$ cat src/rtl/ifm_rd_arb.sv
// ----------------------------------------------------------------------------
// ifm_rd_arb
//
// Shares one IFM SRAM read port between two crdma read requesters (ID 0, 1).
// Address bursts are arbitrated round-robin, one whole burst (first..last) at
// a time. The ID of every granted burst is pushed into an in-order tag FIFO.
// Returned data bursts are steered back to the requester named by the FIFO
// head, and the tag is popped on the last beat of each data burst.
//
// Ports
//   clk, rst                     clock, synchronous active-high reset
//   m_addr{0,1} / _first/_last   requester address beats and burst markers
//   m_addr_valid{0,1}            requester address valid
//   m_addr_ready{0,1}            address accepted from requester
//   s_addr / _first/_last        muxed address beat to the SRAM wrapper
//   s_addr_valid / s_addr_ready  SRAM-side address handshake
//   m_data / _first/_last        SRAM read data beat and burst markers
//   m_data_valid / m_data_ready  SRAM-side data handshake
//   s_data{0,1} / _first/_last   copies of the read data for each requester
//   s_data_valid{0,1}            data valid towards requester 0/1
//   s_data_ready{0,1}            requester 0/1 accepts data
//   pend                         granted bursts whose last data beat is pending
// ----------------------------------------------------------------------------
module ifm_rd_arb #(
  parameter int AW = 14,
  parameter int DW = 8,
  parameter int DN = 8,
  parameter int TD = 4,
  parameter int TW = 3
) (
  input  logic             clk,
  input  logic             rst,

  input  logic [AW-1:0]    m_addr0,
  input  logic             m_addr_first0,
  input  logic             m_addr_last0,
  input  logic             m_addr_valid0,
  output logic             m_addr_ready0,

  input  logic [AW-1:0]    m_addr1,
  input  logic             m_addr_first1,
  input  logic             m_addr_last1,
  input  logic             m_addr_valid1,
  output logic             m_addr_ready1,

  output logic [AW-1:0]    s_addr,
  output logic             s_addr_first,
  output logic             s_addr_last,
  output logic             s_addr_valid,
  input  logic             s_addr_ready,

  input  logic [DN*DW-1:0] m_data,
  input  logic             m_data_first,
  input  logic             m_data_last,
  input  logic             m_data_valid,
  output logic             m_data_ready,

  output logic [DN*DW-1:0] s_data0,
  output logic             s_data_first0,
  output logic             s_data_last0,
  output logic             s_data_valid0,
  input  logic             s_data_ready0,

  output logic [DN*DW-1:0] s_data1,
  output logic             s_data_first1,
  output logic             s_data_last1,
  output logic             s_data_valid1,
  input  logic             s_data_ready1,

  output logic [TW-1:0]    pend
);

  localparam int PW = $clog2(TD);

  typedef enum logic [1:0] {
    IDLE  = 2'd0,
    LOCK0 = 2'd1,
    LOCK1 = 2'd2
  } state_t;

  state_t        state;
  logic          rr;

  // Tag FIFO: one bit per outstanding burst, pointers wrap modulo TD.
  logic          tag_mem [TD];
  logic [PW-1:0] wr_ptr;
  logic [PW-1:0] rd_ptr;
  logic [TW-1:0] count;

  logic          fifo_full;
  logic          fifo_empty;
  logic          head_tag;

  logic          cand0;
  logic          cand1;
  logic          sel_act;
  logic          sel_id;

  logic          addr_fire;
  logic          push;
  logic          data_fire;
  logic          pop;

  assign fifo_full  = (count == TW'(TD));
  assign fifo_empty = (count == '0);
  assign head_tag   = tag_mem[rd_ptr];

  assign cand0 = m_addr_valid0 & m_addr_first0;
  assign cand1 = m_addr_valid1 & m_addr_first1;

  // Grant selection. In IDLE only a first beat can win, and the full check
  // looks at the current occupancy only, so a same-cycle pop does not open
  // a slot. Inside a locked burst the owner is muxed unconditionally.
  always_comb begin
    sel_act = 1'b0;
    sel_id  = 1'b0;
    case (state)
      IDLE: begin
        if (!fifo_full) begin
          if (cand0 && cand1) begin
            sel_act = 1'b1;
            sel_id  = rr;
          end else if (cand0) begin
            sel_act = 1'b1;
            sel_id  = 1'b0;
          end else if (cand1) begin
            sel_act = 1'b1;
            sel_id  = 1'b1;
          end
        end
      end
      LOCK0: begin
        sel_act = 1'b1;
        sel_id  = 1'b0;
      end
      LOCK1: begin
        sel_act = 1'b1;
        sel_id  = 1'b1;
      end
      default: begin
        sel_act = 1'b0;
        sel_id  = 1'b0;
      end
    endcase
  end

  assign s_addr       = sel_id ? m_addr1       : m_addr0;
  assign s_addr_first = sel_id ? m_addr_first1 : m_addr_first0;
  assign s_addr_last  = sel_id ? m_addr_last1  : m_addr_last0;

  // Address handshake mux; everything is held low while reset is asserted.
  always_comb begin
    s_addr_valid  = 1'b0;
    m_addr_ready0 = 1'b0;
    m_addr_ready1 = 1'b0;
    if (!rst && sel_act) begin
      if (sel_id) begin
        s_addr_valid  = m_addr_valid1;
        m_addr_ready1 = s_addr_ready;
      end else begin
        s_addr_valid  = m_addr_valid0;
        m_addr_ready0 = s_addr_ready;
      end
    end
  end

  assign s_data0       = m_data;
  assign s_data_first0 = m_data_first;
  assign s_data_last0  = m_data_last;
  assign s_data1       = m_data;
  assign s_data_first1 = m_data_first;
  assign s_data_last1  = m_data_last;

  // Data steering by the FIFO head tag. Only s_data_ready of the head owner
  // reaches m_data_ready; the address side never sees the data readies.
  always_comb begin
    m_data_ready  = 1'b0;
    s_data_valid0 = 1'b0;
    s_data_valid1 = 1'b0;
    if (!rst && !fifo_empty) begin
      if (head_tag) begin
        s_data_valid1 = m_data_valid;
        m_data_ready  = s_data_ready1;
      end else begin
        s_data_valid0 = m_data_valid;
        m_data_ready  = s_data_ready0;
      end
    end
  end

  assign addr_fire = s_addr_valid & s_addr_ready;
  assign push      = addr_fire & (state == IDLE);
  assign data_fire = m_data_valid & m_data_ready;
  assign pop       = data_fire & m_data_last;

  // Burst lock FSM, round-robin pointer and FIFO pointers/occupancy.
  // The preferred requester flips to the other one after each completed burst.
  always_ff @(posedge clk) begin
    if (rst) begin
      state  <= IDLE;
      rr     <= 1'b0;
      wr_ptr <= '0;
      rd_ptr <= '0;
      count  <= '0;
    end else begin
      if (addr_fire) begin
        case (state)
          IDLE: begin
            if (s_addr_last) begin
              rr <= ~sel_id;
            end else begin
              state <= sel_id ? LOCK1 : LOCK0;
            end
          end
          LOCK0, LOCK1: begin
            if (s_addr_last) begin
              state <= IDLE;
              rr    <= ~sel_id;
            end
          end
          default: state <= IDLE;
        endcase
      end
      if (push) begin
        wr_ptr <= wr_ptr + PW'(1);
      end
      if (pop) begin
        rd_ptr <= rd_ptr + PW'(1);
      end
      count <= count + TW'(push) - TW'(pop);
    end
  end

  // Tag storage needs no reset: entries are only read while count is non-zero.
  always_ff @(posedge clk) begin
    if (push) begin
      tag_mem[wr_ptr] <= sel_id;
    end
  end

  assign pend = count;

endmodule

$ cat config.mk
export PLATFORM = sky130hd
export DESIGN_NAME = ifm_rd_arb
export DESIGN_NICKNAME = d
export VERILOG_FILES = /design/src/rtl/ifm_rd_arb.sv
export SDC_FILE = /design/constraint.sdc
export NUM_CORES = 1
export LEC_CHECK = 0
export ABC_AREA = 1
export BUFFER_PORTS_ARGS = -buffer_cell sky130_fd_sc_hd__buf_2
export CELL_PAD_IN_SITES_DETAIL_PLACEMENT = 0
export CELL_PAD_IN_SITES_GLOBAL_PLACEMENT = 1
export CORE_AREA = 5 5 107 109
export CTS_CLUSTER_DIAMETER = 40
export CTS_CLUSTER_SIZE = 8
export DETAILED_ROUTE_END_ITERATION = 10
export DIE_AREA = 0 0 112 114
export MAX_ROUTING_LAYER = met4
export PLACE_DENSITY = 0.86
export SYNTH_ARGS = -nofsm -noshare
export SYNTH_HDL_FRONTEND = slang
export SYNTH_SLANG_ARGS = --single-unit
$ cat constraint.sdc
create_clock -name clk -period 5.1 [get_ports clk]
set_input_delay 0 -clock clk [delete_from_list [all_inputs] [get_ports clk]]
set_output_delay 0 -clock clk [all_outputs]
set_load 0.02 [all_outputs]
# Word level (Yosys, flattened, before mapping)
# Memories as Yosys holds them, arrays and structs flattened. A register that Yosys moved wholly into a read port is not among the register bits.
# Index checks and enable logic that the tools add are counted.
# classes
muxes	32
n_reduce_logical	11
n_addsub	4
bitwise	7
eq_ne	5
# op_table
cell	n
1-bit two-way mux	23
14-bit two-way mux	1
2-bit two-way mux	5
1-bit bitwise AND	6
3-bit AND reduction	2
2-bit by 1-bit adder with 2-bit output (second input constant)	2
1-bit case mux with 2 select lines	2
2-bit case mux with 2 select lines	1
3-bit by 1-bit adder with 3-bit output	1
3-bit equality test (second input constant)	1
1-bit logical AND	3
3-bit zero test	1
3-bit OR reduction	1
3-bit by 1-bit subtractor with 3-bit output	1
2-bit by 1-bit equality test with 1-bit output (second input constant)	1
2-bit equality test (second input constant)	1
1-bit zero test	2
2-bit zero test	1
2-bit by 1-bit != test with 1-bit output (second input constant)	1
2-bit != test (second input constant)	1
2-bit OR reduction	1
1-bit inverter	1
# totals
wordCells	65
memories	1
reg_bits	10
inputBits	106
ram_bits	4
# memory_table
memory	words	width	read_ports	rd_clocked_by_memory_dff	write_ports	line	text
tag_mem	4	1	1	1	1	85	logic tag_mem [TD];

# Longest topological paths before layout
# Gate-level depths: netlist of the first run.
# logic_depth
word_depth	12
mapped_depth	15
ltp_nobuf	15

# Worst setup path after synthesis of the first run
# No wires, ideal clock.
# synth_timing
kind	register to register
start	reg state[0]
end	reg count[2], in the netlist pend[2]
arrival_ps	2598
stages_incl_launch_ff	16
path_buffers	0
synth_period_minus_slack_ps	2668
path_slack_ps	2432
required_ps	5030
cell_sequence	dfxtp_1 -> inv_1 -> ha_1 -> inv_1 -> a21oi_2 -> nand2_2 -> nand3_2 -> nand3_2 -> nor2_4 -> nand2_2 -> ha_1 -> inv_1 -> ha_1 -> fa_1 -> or2_2 -> a21oi_1
# synth_via
elab_chain_cells	9
word_cells_on_any_way	13
# synth_rtl
item	line	text
start, declared	81	state_t state;
start signal, assigned	212	state <= sel_id ? LOCK1 : LOCK0;
2-bit by 1-bit equality test with 1-bit output or 2-bit equality test (tied branches)	117	case (state)
2-bit OR reduction (no source line)	n/a	
1-bit case mux with 2 select lines	117	
1-bit logical AND	156	if (!rst && sel_act) begin
1-bit two-way mux	156	
1-bit bitwise AND	191	assign addr_fire = s_addr_valid & s_addr_ready;
1-bit bitwise AND *	192	assign push = addr_fire & (state == IDLE);
3-bit by 1-bit adder with 3-bit output *	230	count <= count + TW'(push) - TW'(pop);
3-bit by 1-bit subtractor with 3-bit output *	230	
end signal, assigned	230	
end, declared	88	logic [TW-1:0] count;
# Mark *: on every way between the ends. The rest lies on a longest branch, timed or not.
# A chain may end at the register's enable or synchronous reset.

# Final worst setup path of the first run
# Ends and elaborated chain as after synthesis.

==> run_summary.xml, run 1 <==
<?xml version="1.0" encoding="UTF-8"?>
<metrics>
  <group name="outcome">
    <metric name="outcome" unit="">finished, final reports clean</metric>
  </group>
  <group name="timing">
    <metric name="skew" unit="ns">0.00281</metric>
    <metric name="finalCriticalPeriod" unit="ns">2.94</metric>
    <metric name="setup_viol_count_final" unit="">0</metric>
    <metric name="rsz_0062_raised_after_global_routing" unit="">no</metric>
    <metric name="fin_worst_hold_slack" unit="ns">0.00000970</metric>
    <metric name="slew_viol_final" unit="">0</metric>
    <metric name="maxClockFrequency" unit="MHz">340</metric>
    <metric name="setup_total_negative_slack" unit="ns">0</metric>
    <metric name="slew_headroom" unit="%">64.5</metric>
    <metric name="finalHoldViolations" unit="">0</metric>
    <metric name="period_utilisation_layout" unit="%">57.6</metric>
    <metric name="measured_slew_at_the_worst_slew_check_pin" unit="ns">0.530</metric>
  </group>
  <group name="pwr">
    <metric name="power-per-cell-area" unit="nW/um^2">197</metric>
    <metric name="maximum_vdd_drop" unit="uV">69.6</metric>
    <metric name="power.static_leakage" unit="nW">0.930</metric>
  </group>
  <group name="global_route">
    <metric name="globalRoute.totalOverflow" unit="">0</metric>
    <metric name="first_global_vias" unit="">1504</metric>
    <metric name="grt_antenna_before_repair" unit="">0</metric>
    <metric name="grt_start_max_net_pins" unit="">25</metric>
    <metric name="grt_pass1_wl" unit="um">6690</metric>
    <metric name="groute.usage.overall" unit="%">6.54</metric>
  </group>
  <group name="clock_tree">
    <metric name="insertion_delay_to_the_later_sink_of_the_worst_skew_pair" unit="ns">0.25</metric>
    <metric name="clk_transition_reported_paths" unit="ns">0.06</metric>
    <metric name="ctsResizeCount" unit="">0</metric>
    <metric name="h-tree-depth" unit="">1</metric>
    <metric name="cts-buffers-inserted" unit="">3</metric>
    <metric name="cts_buffer_depth" unit="">2</metric>
    <metric name="total_number_of_clock_tree_sinks" unit="">16</metric>
    <metric name="clockRootBuffer" unit="">clkbuf_8</metric>
    <metric name="cts_tree" unit="">done</metric>
  </group>
  <group name="worst_setup_path">
    <metric name="critical_path_arrival" unit="ns">3.12</metric>
    <metric name="r2r_slack" unit="ns">2.16</metric>
    <metric name="critical_path.max_fanout" unit="">8</metric>
    <metric name="setup.worst_path.start_class" unit="">flop</metric>
    <metric name="end_kind" unit="">flop</metric>
    <metric name="worst_ep_required_time" unit="ns">5.28</metric>
    <metric name="criticalPathCategory" unit="">flop to flop</metric>
  </group>
  <group name="final_layout">
    <metric name="proportion_of_layout_cells_with_a_drive_suffix_above_1" unit="%">31.2</metric>
    <metric name="ant_diodes" unit="">0</metric>
    <metric name="finish.net_count" unit="">378</metric>
    <metric name="filler_cell_count" unit="">1193</metric>
    <metric name="post_layout_nonfiller_instances" unit="">400</metric>
    <metric name="area_growth_syn_to_layout" unit="%">-20.2</metric>
  </group>
  <group name="synth">
    <metric name="post_synth_edffs" unit="">4</metric>
    <metric name="post_synth.cell_area_avg" unit="um^2">6.83</metric>
    <metric name="yosys_register_bits" unit="">16</metric>
    <metric name="synth.distinct_cells" unit="">23</metric>
    <metric name="mappedNetlistArea" unit="um^2">2210</metric>
    <metric name="synth_top_area_share" unit="%">44.9</metric>
    <metric name="synth.area.top_cells" unit="">buf_4 45%, nand2_1 12%, dfxtp_1 11%</metric>
    <metric name="synth_most_common_cell" unit="">buf_4</metric>
    <metric name="synth_warnings" unit="">0</metric>
    <metric name="synth_sequential_area_ratio" unit="%">16.3</metric>
    <metric name="yosysTopAreaCell" unit="">buf_4</metric>
    <metric name="mappedNetlistNets" unit="">440</metric>
    <metric name="dominantRegCellSynth" unit="">dfxtp_1</metric>
    <metric name="synthCells" unit="">323</metric>
    <metric name="async_reset_ff_share" unit="%">0</metric>
    <metric name="top_cells_by_instance_count_after_synthesis" unit="">132 x buf_4, 70 x nand2_1, 31 x inv_1</metric>
  </group>
  <group name="floorplan">
    <metric name="chipWidth" unit="um">112</metric>
    <metric name="row_count" unit="">38</metric>
    <metric name="pin_count" unit="">263</metric>
    <metric name="core_area" unit="um^2">10500</metric>
    <metric name="initial_core_utilization" unit="%">21.0</metric>
    <metric name="die-area" unit="um^2">12800</metric>
    <metric name="dieHeight" unit="um">114</metric>
  </group>
  <group name="routing">
    <metric name="detail_route.drc_violations" unit="">0</metric>
    <metric name="initialDrtViolationCount" unit="">73</metric>
    <metric name="wl" unit="um">4220</metric>
    <metric name="drt_first_pass_iters" unit="">5</metric>
    <metric name="antenna_violation_net_count_after_detailed_routing" unit="">0</metric>
    <metric name="wl_per_cell" unit="um">10.5</metric>
    <metric name="vias_per_cell" unit="">3.62</metric>
    <metric name="total_vias_in_the_final_route" unit="">1447</metric>
  </group>
  <group name="worst_hold_path">
    <metric name="hold_path_class" unit="">input pin to primary output</metric>
  </group>
  <group name="place">
    <metric name="finalWeightedCongestion" unit="">0.791</metric>
    <metric name="place.detailed.instances" unit="">395</metric>
    <metric name="port_buffers" unit="">67</metric>
    <metric name="place.detailed.hpwl" unit="um">3470</metric>
  </group>
  <group name="flow_run">
    <metric name="drv_cap" unit="">0</metric>
  </group>
</metrics>
cell type report:
class                           count  area (um^2)  share of cell area, %
Inverter                           33          125                   7.11
Sequential cell                    16          360                   20.5
Clock inverter                      1         3.75                  0.213
Clock buffer                        3         41.3                   2.35
Tap cell                          140          175                   9.96
Multi-Input combinational cell    139          708                   40.3
Timing Repair Buffer               68          345                   19.6
cells by family (layout without fill, tap and decap cells):
| family | after synthesis | count (layout) | synth area share [%] |
|---|---|---|---|
| buffers and inverters | 168 | 105 | 51.6 |
| AND/OR/NAND/NOR | 113 | 113 | 21.8 |
| flip-flops | 16 | 16 | 16.3 |
| AO/OA/AOI/OAI | 14 | 14 | 3.35 |
| adder cells (fa/ha/maj) | 11 | 11 | 6.58 |
| XOR/XNOR | 1 | 1 | 0.397 |
per-stage QoR:
step                      setup WS [ns]  cell area (um^2)  power (mW)  util [%]
after detailed placement           2.22              1700       0.252      16.2
after CTS                          2.20              1760       0.352      16.7
after global placement             2.30              1700       0.250      16.2
after floorplan                    2.43              2210       0.359         -
after global routing               1.90              1760       0.371      16.7
final                              2.16              1760       0.346      16.7
cells in the final DEF, fill, tap and decap left out, drive strengths merged:
| cell | count |
|---|---|
| nor3 | 2 |
| nand3b | 1 |
| buf | 67 |
| or2 | 2 |
| o21ai | 2 |
| edfxtp | 4 |
| inv | 31 |
| nand3 | 14 |
| nor2 | 20 |
| fa | 1 |
| dlygate4sd3 | 1 |
| xor2 | 1 |
| nand2 | 74 |
| clkinv | 3 |
| ha | 10 |
| a21oi | 12 |
| clkbuf | 3 |
| dfxtp | 12 |
final timing paths:
| kind | startpoint | end | cells after the start |
|---|---|---|---|
| max | state[0] | pend[2] | 15 |
| min | m_data[32] | s_data0[32] | 0 |
| max reg2reg | state[0] | pend[2] | 15 |
| min reg2reg | rd_ptr[1] | rd_ptr[1] | 2 |
routing by layer:
metal | vias up | share of wire, % | GRT usage [%]
li1 | 715 | - | -
met1 | 602 | 39 | 6.79
met2 | 76 | 40 | 9.23
met3 | 54 | 12 | 1.96
met4 | 0 | 9.2 | 7.45
met5 | - | 0 | -
worst max-delay path: stages, from the launching register on:
cell     delay (ns)
dfxtp_1        0.34
inv_1          0.09
ha_1           0.28
inv_1          0.12
a21oi_2        0.13
nand2_2        0.10
nand3_2        0.08
nand3_2        0.10
nor2_4         0.20
nand2_2        0.13
ha_1           0.30
inv_1          0.04
ha_1           0.18
fa_1           0.37
or2_2          0.30
a21oi_1        0.12
power breakdown:
part	internal (mW)	leakage [nW]	switching [mW]
clock network	0.0535	0.0231	0.0445
logic	0.0402	0.773	0.0703
registers	0.134	0.133	0.00366
total	0.227	0.930	0.118
repair_timing:
item                      CTS  global route
hold buffers                1             0
setup buffers               0             0
hold endpoints to repair    4             0
Note: power is estimated with default switching activity, not from simulation.
==> run 2: changes to the inputs <==
--- a/config.mk
+++ b/config.mk
@@ -9,13 +9,13 @@
 export BUFFER_PORTS_ARGS = -buffer_cell sky130_fd_sc_hd__buf_2
 export CELL_PAD_IN_SITES_DETAIL_PLACEMENT = 0
 export CELL_PAD_IN_SITES_GLOBAL_PLACEMENT = 1
-export CORE_AREA = 5 5 107 109
+export CORE_AREA = 5 5 117 119
 export CTS_CLUSTER_DIAMETER = 40
 export CTS_CLUSTER_SIZE = 8
 export DETAILED_ROUTE_END_ITERATION = 10
-export DIE_AREA = 0 0 112 114
+export DIE_AREA = 0 0 122 124
 export MAX_ROUTING_LAYER = met4
-export PLACE_DENSITY = 0.86
+export PLACE_DENSITY = 0.76
 export SYNTH_ARGS = -nofsm -noshare
 export SYNTH_HDL_FRONTEND = slang
 export SYNTH_SLANG_ARGS = --single-unit
==> constraint.sdc (replaced) <==
create_clock -name clk -period 2.4 [get_ports clk]
set_input_delay 0 -clock clk [delete_from_list [all_inputs] [get_ports clk]]
set_output_delay 0 -clock clk [all_outputs]
set_load 0.02 [all_outputs]
==> run_summary.xml, run 2 (synthesized netlist as in run 1, its figures left out) <==
<?xml version="1.0" encoding="UTF-8"?>
<metrics>
  <group name="timing">
    <metric name="slew_headroom" unit="%">80.8</metric>
    <metric name="rsz_0062_raised_after_global_routing" unit="">yes</metric>
    <metric name="maxClockFrequency" unit="MHz">419</metric>
    <metric name="measured_slew_at_the_worst_slew_check_pin" unit="ns">0.286</metric>
    <metric name="slew_viol_final" unit="">0</metric>
    <metric name="finalCriticalPeriod" unit="ns">2.39</metric>
    <metric name="fin_worst_hold_slack" unit="ns">-0.000525</metric>
    <metric name="finalHoldViolations" unit="">1</metric>
    <metric name="skew" unit="ns">0.00329</metric>
    <metric name="period_utilisation_layout" unit="%">99.4</metric>
    <metric name="setup_viol_count_final" unit="">0</metric>
  </group>
  <group name="worst_setup_path">
    <metric name="critical_path.most_common_cell" unit="">ha_4</metric>
    <metric name="setup.worst_path.start_class" unit="">flop</metric>
    <metric name="worst-path-buf-inv" unit="">3</metric>
    <metric name="cp-startpoint" unit="">state[0]</metric>
    <metric name="critical_path_arrival" unit="ns">2.57</metric>
    <metric name="worst_path_max_delay_cell" unit="">dfxtp_4</metric>
    <metric name="worst_r2r_endpoint" unit="">pend[2]</metric>
    <metric name="criticalPathCategory" unit="">flop to flop</metric>
    <metric name="timing.reg2reg.worst_path_depth" unit="">13</metric>
    <metric name="critPathMaxStageDelay" unit="ns">0.37</metric>
    <metric name="end_kind" unit="">flop</metric>
    <metric name="cp_cell_sequence" unit="">inv_4 &gt; ha_4 &gt; inv_2 &gt; a21oi_2 &gt; nand3_2 &gt; nor2_4 &gt; nand2_4 &gt; ha_4 &gt; inv_2 &gt; ha_4 &gt; fa_2 &gt; or2_4 &gt; a21oi_2</metric>
    <metric name="worst_ep_required_time" unit="ns">2.58</metric>
    <metric name="critical_path.max_fanout" unit="">3</metric>
    <metric name="r2r_slack" unit="ns">0.01</metric>
    <metric name="worstReg2RegStart" unit="">state[0]</metric>
    <metric name="crit_family" unit="">adder cells</metric>
  </group>
  <group name="floorplan">
    <metric name="core_area" unit="um^2">12500</metric>
    <metric name="dieHeight" unit="um">124</metric>
    <metric name="chipWidth" unit="um">122</metric>
    <metric name="pin_count" unit="">263</metric>
    <metric name="initial_core_utilization" unit="%">17.7</metric>
    <metric name="row_count" unit="">41</metric>
    <metric name="die-area" unit="um^2">15100</metric>
  </group>
  <group name="routing">
    <metric name="initialDrtViolationCount" unit="">49</metric>
    <metric name="drt_first_pass_iters" unit="">4</metric>
    <metric name="top_layer" unit="">met4</metric>
    <metric name="wl_per_cell" unit="um">9.23</metric>
    <metric name="detail_route.drc_violations" unit="">0</metric>
    <metric name="total_vias_in_the_final_route" unit="">1458</metric>
    <metric name="wl" unit="um">4140</metric>
    <metric name="wl_met3" unit="um">489</metric>
    <metric name="vias_per_cell" unit="">3.25</metric>
    <metric name="met2WireLength" unit="um">1800</metric>
    <metric name="met1_length" unit="um">1690</metric>
    <metric name="antenna_violation_net_count_after_detailed_routing" unit="">0</metric>
  </group>
  <group name="final_layout">
    <metric name="finish.net_count" unit="">394</metric>
    <metric name="mostFrequentLayoutCell" unit="">nand2_1</metric>
    <metric name="proportion_of_layout_cells_with_a_drive_suffix_above_1" unit="%">41.3</metric>
    <metric name="area_growth_syn_to_layout" unit="%">-8.28</metric>
    <metric name="layout.cells.most_common_list" unit="">70 x nand2_1, 67 x buf_2, 26 x inv_1</metric>
    <metric name="ant_diodes" unit="">0</metric>
    <metric name="final_util" unit="%">16.2</metric>
    <metric name="filler_cell_count" unit="">1418</metric>
    <metric name="design_area" unit="um^2">2020</metric>
  </group>
  <group name="clock_tree">
    <metric name="cts-buffers-inserted" unit="">3</metric>
    <metric name="total_number_of_clock_tree_sinks" unit="">16</metric>
    <metric name="insertion_delay_to_the_later_sink_of_the_worst_skew_pair" unit="ns">0.24</metric>
    <metric name="clk_transition_reported_paths" unit="ns">0.05</metric>
    <metric name="cts_buffer_depth" unit="">2</metric>
    <metric name="cts_tree" unit="">done</metric>
    <metric name="h-tree-depth" unit="">1</metric>
    <metric name="cts.hold.buffers_added" unit="">0</metric>
    <metric name="clockRootBuffer" unit="">clkbuf_16</metric>
  </group>
  <group name="worst_hold_path">
    <metric name="hold_path_class" unit="">input pin to flop</metric>
    <metric name="hp-start" unit="">rst</metric>
    <metric name="min_to" unit="">pend[2]</metric>
    <metric name="whs_path_depth" unit="">2</metric>
  </group>
  <group name="place">
    <metric name="dpl-instance-area" unit="um^2">1890</metric>
    <metric name="place.detailed.hpwl" unit="um">3490</metric>
    <metric name="port_buffers" unit="">67</metric>
    <metric name="finalWeightedCongestion" unit="">0.722</metric>
  </group>
  <group name="global_route">
    <metric name="grt_start_max_net_pins" unit="">20</metric>
    <metric name="first_global_vias" unit="">1463</metric>
    <metric name="grt_antenna_before_repair" unit="">0</metric>
    <metric name="grt_pass1_wl" unit="um">6470</metric>
    <metric name="groute.usage.overall" unit="%">5.38</metric>
    <metric name="globalRoute.totalOverflow" unit="">0</metric>
  </group>
  <group name="pwr">
    <metric name="finalPower" unit="uW">876</metric>
    <metric name="power-per-cell-area" unit="nW/um^2">433</metric>
    <metric name="power.static_leakage" unit="nW">1.03</metric>
    <metric name="maximum_vdd_drop" unit="uV">280</metric>
  </group>
  <group name="outcome">
    <metric name="failed_checks" unit="">hold timing</metric>
    <metric name="outcome" unit="">finished with violations</metric>
  </group>
  <group name="flow_run">
    <metric name="drv_cap" unit="">0</metric>
  </group>
</metrics>
## run 2: changes by cell type in the layout (fill, tap and decap cells not counted), sizes merged
| cell | change |
|---|---|
| buf | +17 |
| dlygate4sd3 | -1 |
## run 2: cell type report
class	instances	area (um^2)	area share, %
clock inverter	1	3.75	0.186
tap	172	215	10.6
clock buffer	3	75.1	3.71
multi-input combinational	139	766	37.8
sequential	16	370	18.3
inverter	33	130	6.43
timing repair buffer	84	463	22.9
## run 2: where the power goes
group,switching (mW),internal (mW),total (mW)
Sequential,0.00926,0.283,0.293
Clock,0.100,0.221,0.321
Combinational,0.157,0.106,0.263
## run 2: what timing repair did
item / CTS / global route
gates resized for setup: 4 / 3
setup buffers: 5 / 0
pin swaps: 5 / 1
setup endpoints to repair: 2 / 2
## run 2: worst max path at each step
stage | to | depth (start not counted)
floorplan | pend[2] | 15
global placement | pend[2] | 12
detailed placement | pend[2] | 13
CTS | pend[2] | 13
global route | pend[2] | 13
finish | pend[2] | 13
## run 2: worst reg2reg max path, stage by stage (launching register included)
cell	delay (ns)
dfxtp_4	0.37
inv_4	0.04
ha_4	0.25
inv_2	0.04
a21oi_2	0.17
nand3_2	0.13
nor2_4	0.13
nand2_4	0.07
ha_4	0.26
inv_2	0.03
ha_4	0.15
fa_2	0.33
or2_4	0.23
a21oi_2	0.12
## run 2: metrics by stage
stage / setup TNS (ns) / std cells / setup WS [ns]
detailed placement: -0.0844 / 439 / -0.0844
CTS: 0 / 448 / 0.00131
global placement: 0 / 439 / 0.0191
floorplan: -0.0484 / 323 / -0.0484
global route: -0.0838 / 448 / -0.0832
finish: 0 / 448 / 0.0140
## run 2: per-layer routing
metal	track usage, %	vias up
met5	-	-
met4	3.64	0
met3	1.82	26
met2	8.15	63
met1	6.03	620
li1	-	749
==> run 3: changes to the inputs <==
--- a/config.mk
+++ b/config.mk
@@ -9,13 +9,13 @@
 export BUFFER_PORTS_ARGS = -buffer_cell sky130_fd_sc_hd__buf_2
 export CELL_PAD_IN_SITES_DETAIL_PLACEMENT = 0
 export CELL_PAD_IN_SITES_GLOBAL_PLACEMENT = 1
-export CORE_AREA = 5 5 117 119
+export CORE_AREA = 5 5 107 109
 export CTS_CLUSTER_DIAMETER = 40
 export CTS_CLUSTER_SIZE = 8
 export DETAILED_ROUTE_END_ITERATION = 10
-export DIE_AREA = 0 0 122 124
+export DIE_AREA = 0 0 112 114
 export MAX_ROUTING_LAYER = met4
-export PLACE_DENSITY = 0.76
+export PLACE_DENSITY = 0.86
 export SYNTH_ARGS = -nofsm -noshare
 export SYNTH_HDL_FRONTEND = slang
 export SYNTH_SLANG_ARGS = --single-unit
==> constraint.sdc (replaced) <==
create_clock -name clk -period 2.75 [get_ports clk]
set_input_delay 0 -clock clk [delete_from_list [all_inputs] [get_ports clk]]
set_output_delay 0 -clock clk [all_outputs]
set_load 0.02 [all_outputs]
==> run_summary.xml, run 3 (synthesized netlist as in run 1, its figures left out) <==
<?xml version="1.0" encoding="UTF-8"?>
<metrics>
  <group name="outcome">
    <metric name="outcome" unit="">finished, final reports clean</metric>
  </group>
  <group name="clock_tree">
    <metric name="total_number_of_clock_tree_sinks" unit="">16</metric>
    <metric name="cts-buffers-inserted" unit="">3</metric>
    <metric name="cts.hold.buffers_added" unit="">0</metric>
    <metric name="cts_buffer_depth" unit="">2</metric>
    <metric name="h-tree-depth" unit="">1</metric>
    <metric name="insertion_delay_to_the_later_sink_of_the_worst_skew_pair" unit="ns">0.25</metric>
    <metric name="clk_transition_reported_paths" unit="ns">0.06</metric>
    <metric name="clockRootBuffer" unit="">clkbuf_8</metric>
    <metric name="cts_tree" unit="">done</metric>
  </group>
  <group name="final_layout">
    <metric name="proportion_of_layout_cells_with_a_drive_suffix_above_1" unit="%">35.4</metric>
    <metric name="multiInputGateArea" unit="um^2">732</metric>
    <metric name="filler_cell_count" unit="">1188</metric>
    <metric name="design_area" unit="um^2">1810</metric>
    <metric name="finish.net_count" unit="">381</metric>
    <metric name="mostFrequentLayoutCell" unit="">nand2_1</metric>
    <metric name="final_util" unit="%">17.2</metric>
    <metric name="ant_diodes" unit="">0</metric>
    <metric name="sequential_cell_area" unit="um^2">363</metric>
    <metric name="layout.cells.most_common_list" unit="">70 x nand2_1, 67 x buf_2, 28 x inv_1</metric>
    <metric name="area_growth_syn_to_layout" unit="%">-18.2</metric>
  </group>
  <group name="worst_setup_path">
    <metric name="setup.worst_path.start_class" unit="">flop</metric>
    <metric name="end_kind" unit="">flop</metric>
    <metric name="critical_path_arrival" unit="ns">2.78</metric>
    <metric name="worstReg2RegStart" unit="">state[1]</metric>
    <metric name="worst-path-buf-inv" unit="">3</metric>
    <metric name="critPathMaxStageDelay" unit="ns">0.34</metric>
    <metric name="worst_path_max_delay_cell" unit="">dfxtp_2</metric>
    <metric name="crit_family" unit="">adder cells</metric>
    <metric name="timing.reg2reg.worst_path_depth" unit="">15</metric>
    <metric name="r2r_slack" unit="ns">0.15</metric>
    <metric name="criticalPathCategory" unit="">flop to flop</metric>
    <metric name="worst_ep_required_time" unit="ns">2.94</metric>
    <metric name="cp_cell_sequence" unit="">inv_2 &gt; ha_4 &gt; inv_1 &gt; a21oi_2 &gt; nand2_2 &gt; nand3_2 &gt; nand3_2 &gt; nor2_4 &gt; nand2_4 &gt; ha_1 &gt; inv_1 &gt; ha_1 &gt; fa_2 &gt; or2_2 &gt; a21oi_1</metric>
    <metric name="worst_r2r_endpoint" unit="">pend[2]</metric>
    <metric name="critical_path.max_fanout" unit="">6</metric>
  </group>
  <group name="timing">
    <metric name="maxClockFrequency" unit="MHz">385</metric>
    <metric name="slew_headroom" unit="%">64.4</metric>
    <metric name="setup_total_negative_slack" unit="ns">0</metric>
    <metric name="period_utilisation_layout" unit="%">94.5</metric>
    <metric name="slew_viol_final" unit="">0</metric>
    <metric name="finalCriticalPeriod" unit="ns">2.60</metric>
    <metric name="setup_viol_count_final" unit="">0</metric>
    <metric name="skew" unit="ns">0.000512</metric>
    <metric name="finalHoldViolations" unit="">0</metric>
    <metric name="measured_slew_at_the_worst_slew_check_pin" unit="ns">0.531</metric>
  </group>
  <group name="place">
    <metric name="place.detailed.hpwl" unit="um">3640</metric>
    <metric name="finalWeightedCongestion" unit="">0.829</metric>
    <metric name="dpl-instance-area" unit="um^2">1730</metric>
    <metric name="port_buffers" unit="">67</metric>
  </group>
  <group name="pwr">
    <metric name="power.static_leakage" unit="nW">0.949</metric>
    <metric name="power.share.switching" unit="%">34.6</metric>
    <metric name="finalPower" unit="uW">651</metric>
    <metric name="p_clk_share" unit="%">27.9</metric>
    <metric name="switchingPower" unit="uW">225</metric>
    <metric name="combinationalPowerShare" unit="%">32.9</metric>
    <metric name="power-per-cell-area" unit="nW/um^2">361</metric>
    <metric name="maximum_vdd_drop" unit="uV">147</metric>
    <metric name="internal-power" unit="uW">426</metric>
    <metric name="power.sequential.fraction" unit="%">39.2</metric>
  </group>
  <group name="floorplan">
    <metric name="chipWidth" unit="um">112</metric>
    <metric name="die-area" unit="um^2">12800</metric>
    <metric name="initial_core_utilization" unit="%">21.0</metric>
    <metric name="row_count" unit="">38</metric>
    <metric name="core_area" unit="um^2">10500</metric>
    <metric name="pin_count" unit="">263</metric>
    <metric name="dieHeight" unit="um">114</metric>
  </group>
  <group name="global_route">
    <metric name="grt_antenna_before_repair" unit="">0</metric>
    <metric name="gr-usage-met2" unit="%">10.3</metric>
    <metric name="gr-usage-met3" unit="%">2.23</metric>
    <metric name="first_global_vias" unit="">1515</metric>
    <metric name="globalRoute.totalOverflow" unit="">0</metric>
    <metric name="groute.usage.overall" unit="%">6.85</metric>
    <metric name="grt_most_used_layer" unit="">met2</metric>
    <metric name="grt_start_max_net_pins" unit="">20</metric>
    <metric name="grt_util_met1" unit="%">7.02</metric>
    <metric name="grt_pass1_wl" unit="um">7040</metric>
  </group>
  <group name="worst_hold_path">
    <metric name="hp-start" unit="">m_data[32]</metric>
    <metric name="hold_path_class" unit="">input pin to primary output</metric>
    <metric name="whs_path_depth" unit="">0</metric>
    <metric name="min_to" unit="">s_data0[32]</metric>
  </group>
  <group name="routing">
    <metric name="detail_route.drc_violations" unit="">0</metric>
    <metric name="total_vias_in_the_final_route" unit="">1476</metric>
    <metric name="vias_per_cell" unit="">3.66</metric>
    <metric name="wl_per_cell" unit="um">11.2</metric>
    <metric name="drt_first_pass_iters" unit="">4</metric>
    <metric name="antenna_violation_net_count_after_detailed_routing" unit="">0</metric>
    <metric name="initialDrtViolationCount" unit="">12</metric>
    <metric name="wl" unit="um">4500</metric>
  </group>
  <group name="flow_run">
    <metric name="drv_cap" unit="">0</metric>
  </group>
</metrics>
run 3: cell count changes in the layout (fill, tap and decap cells not counted), moves of 2 or more:
cell	change
buf_4	-13
clkbuf_16	-3
clkbuf_8	+3
dfxtp_1	+2
dfxtp_4	-2
ha_1	+2
ha_4	-2
inv_1	+2
inv_4	-2
run 3: worst max-delay path by stage:
stage,start,to,cells after the start
final,state[1],pend[2],15
after floorplan,state[0],pend[2],15
after detailed placement,state[0],pend[2],13
after global routing,state[1],pend[2],15
after CTS,state[1],pend[2],13
after global placement,state[0],pend[2],13
run 3: power by group through the flow:
stage | sequential [mW] | combinational [mW] | clock, mW
floorplan | 0.261 | 0.405 | 0
detailed placement | 0.260 | 0.213 | 0
global placement | 0.259 | 0.209 | 0
global route | 0.256 | 0.241 | 0.200
CTS | 0.255 | 0.215 | 0.189
finish | 0.255 | 0.214 | 0.182
run 3: final cells by class:
cell class                      instances  share of cell area [%]
Multi-Input combinational cell        139                    40.5
Clock buffer                            3                    2.29
Clock inverter                          1                   0.208
Tap cell                              140                    9.70
Sequential cell                        16                    20.1
Timing Repair Buffer                   71                    20.2
Inverter                               33                    6.93
run 3: worst reg2reg max path, stage by stage (launching register included):
cell and delay [ns]:
dfxtp_2 0.34, inv_2 0.07, ha_4 0.15, inv_1 0.07, a21oi_2 0.12, nand2_2 0.09
nand3_2 0.08, nand3_2 0.11, nor2_4 0.15, nand2_4 0.08, ha_1 0.28, inv_1 0.04
ha_1 0.19, fa_2 0.34, or2_2 0.30, a21oi_1 0.12
run 3: metal layers:
layer,part of all wire (%),up-vias
met5,0,-
met4,8.0,0
met1,38,622
met3,12,53
li1,-,724
met2,42,77
run 3: through the flow:
stage / worst slack (ns) / hold slack [ns] / instances
after CTS: 0.00953 / 0.000201 / 403
after detailed placement: -0.0220 / 0.000201 / 399
after global placement: 0.135 / 0.000201 / 399
after global routing: -0.00527 / 0.0000433 / 403
after floorplan: 0.0819 / 0.0691 / 323
final: 0.151 / 0.00000970 / 403
run 3: timing repair:
action	CTS	global route
setup endpoints to repair	1	1
resized for setup	3	7
pin swaps	0	3
setup buffers	0	0
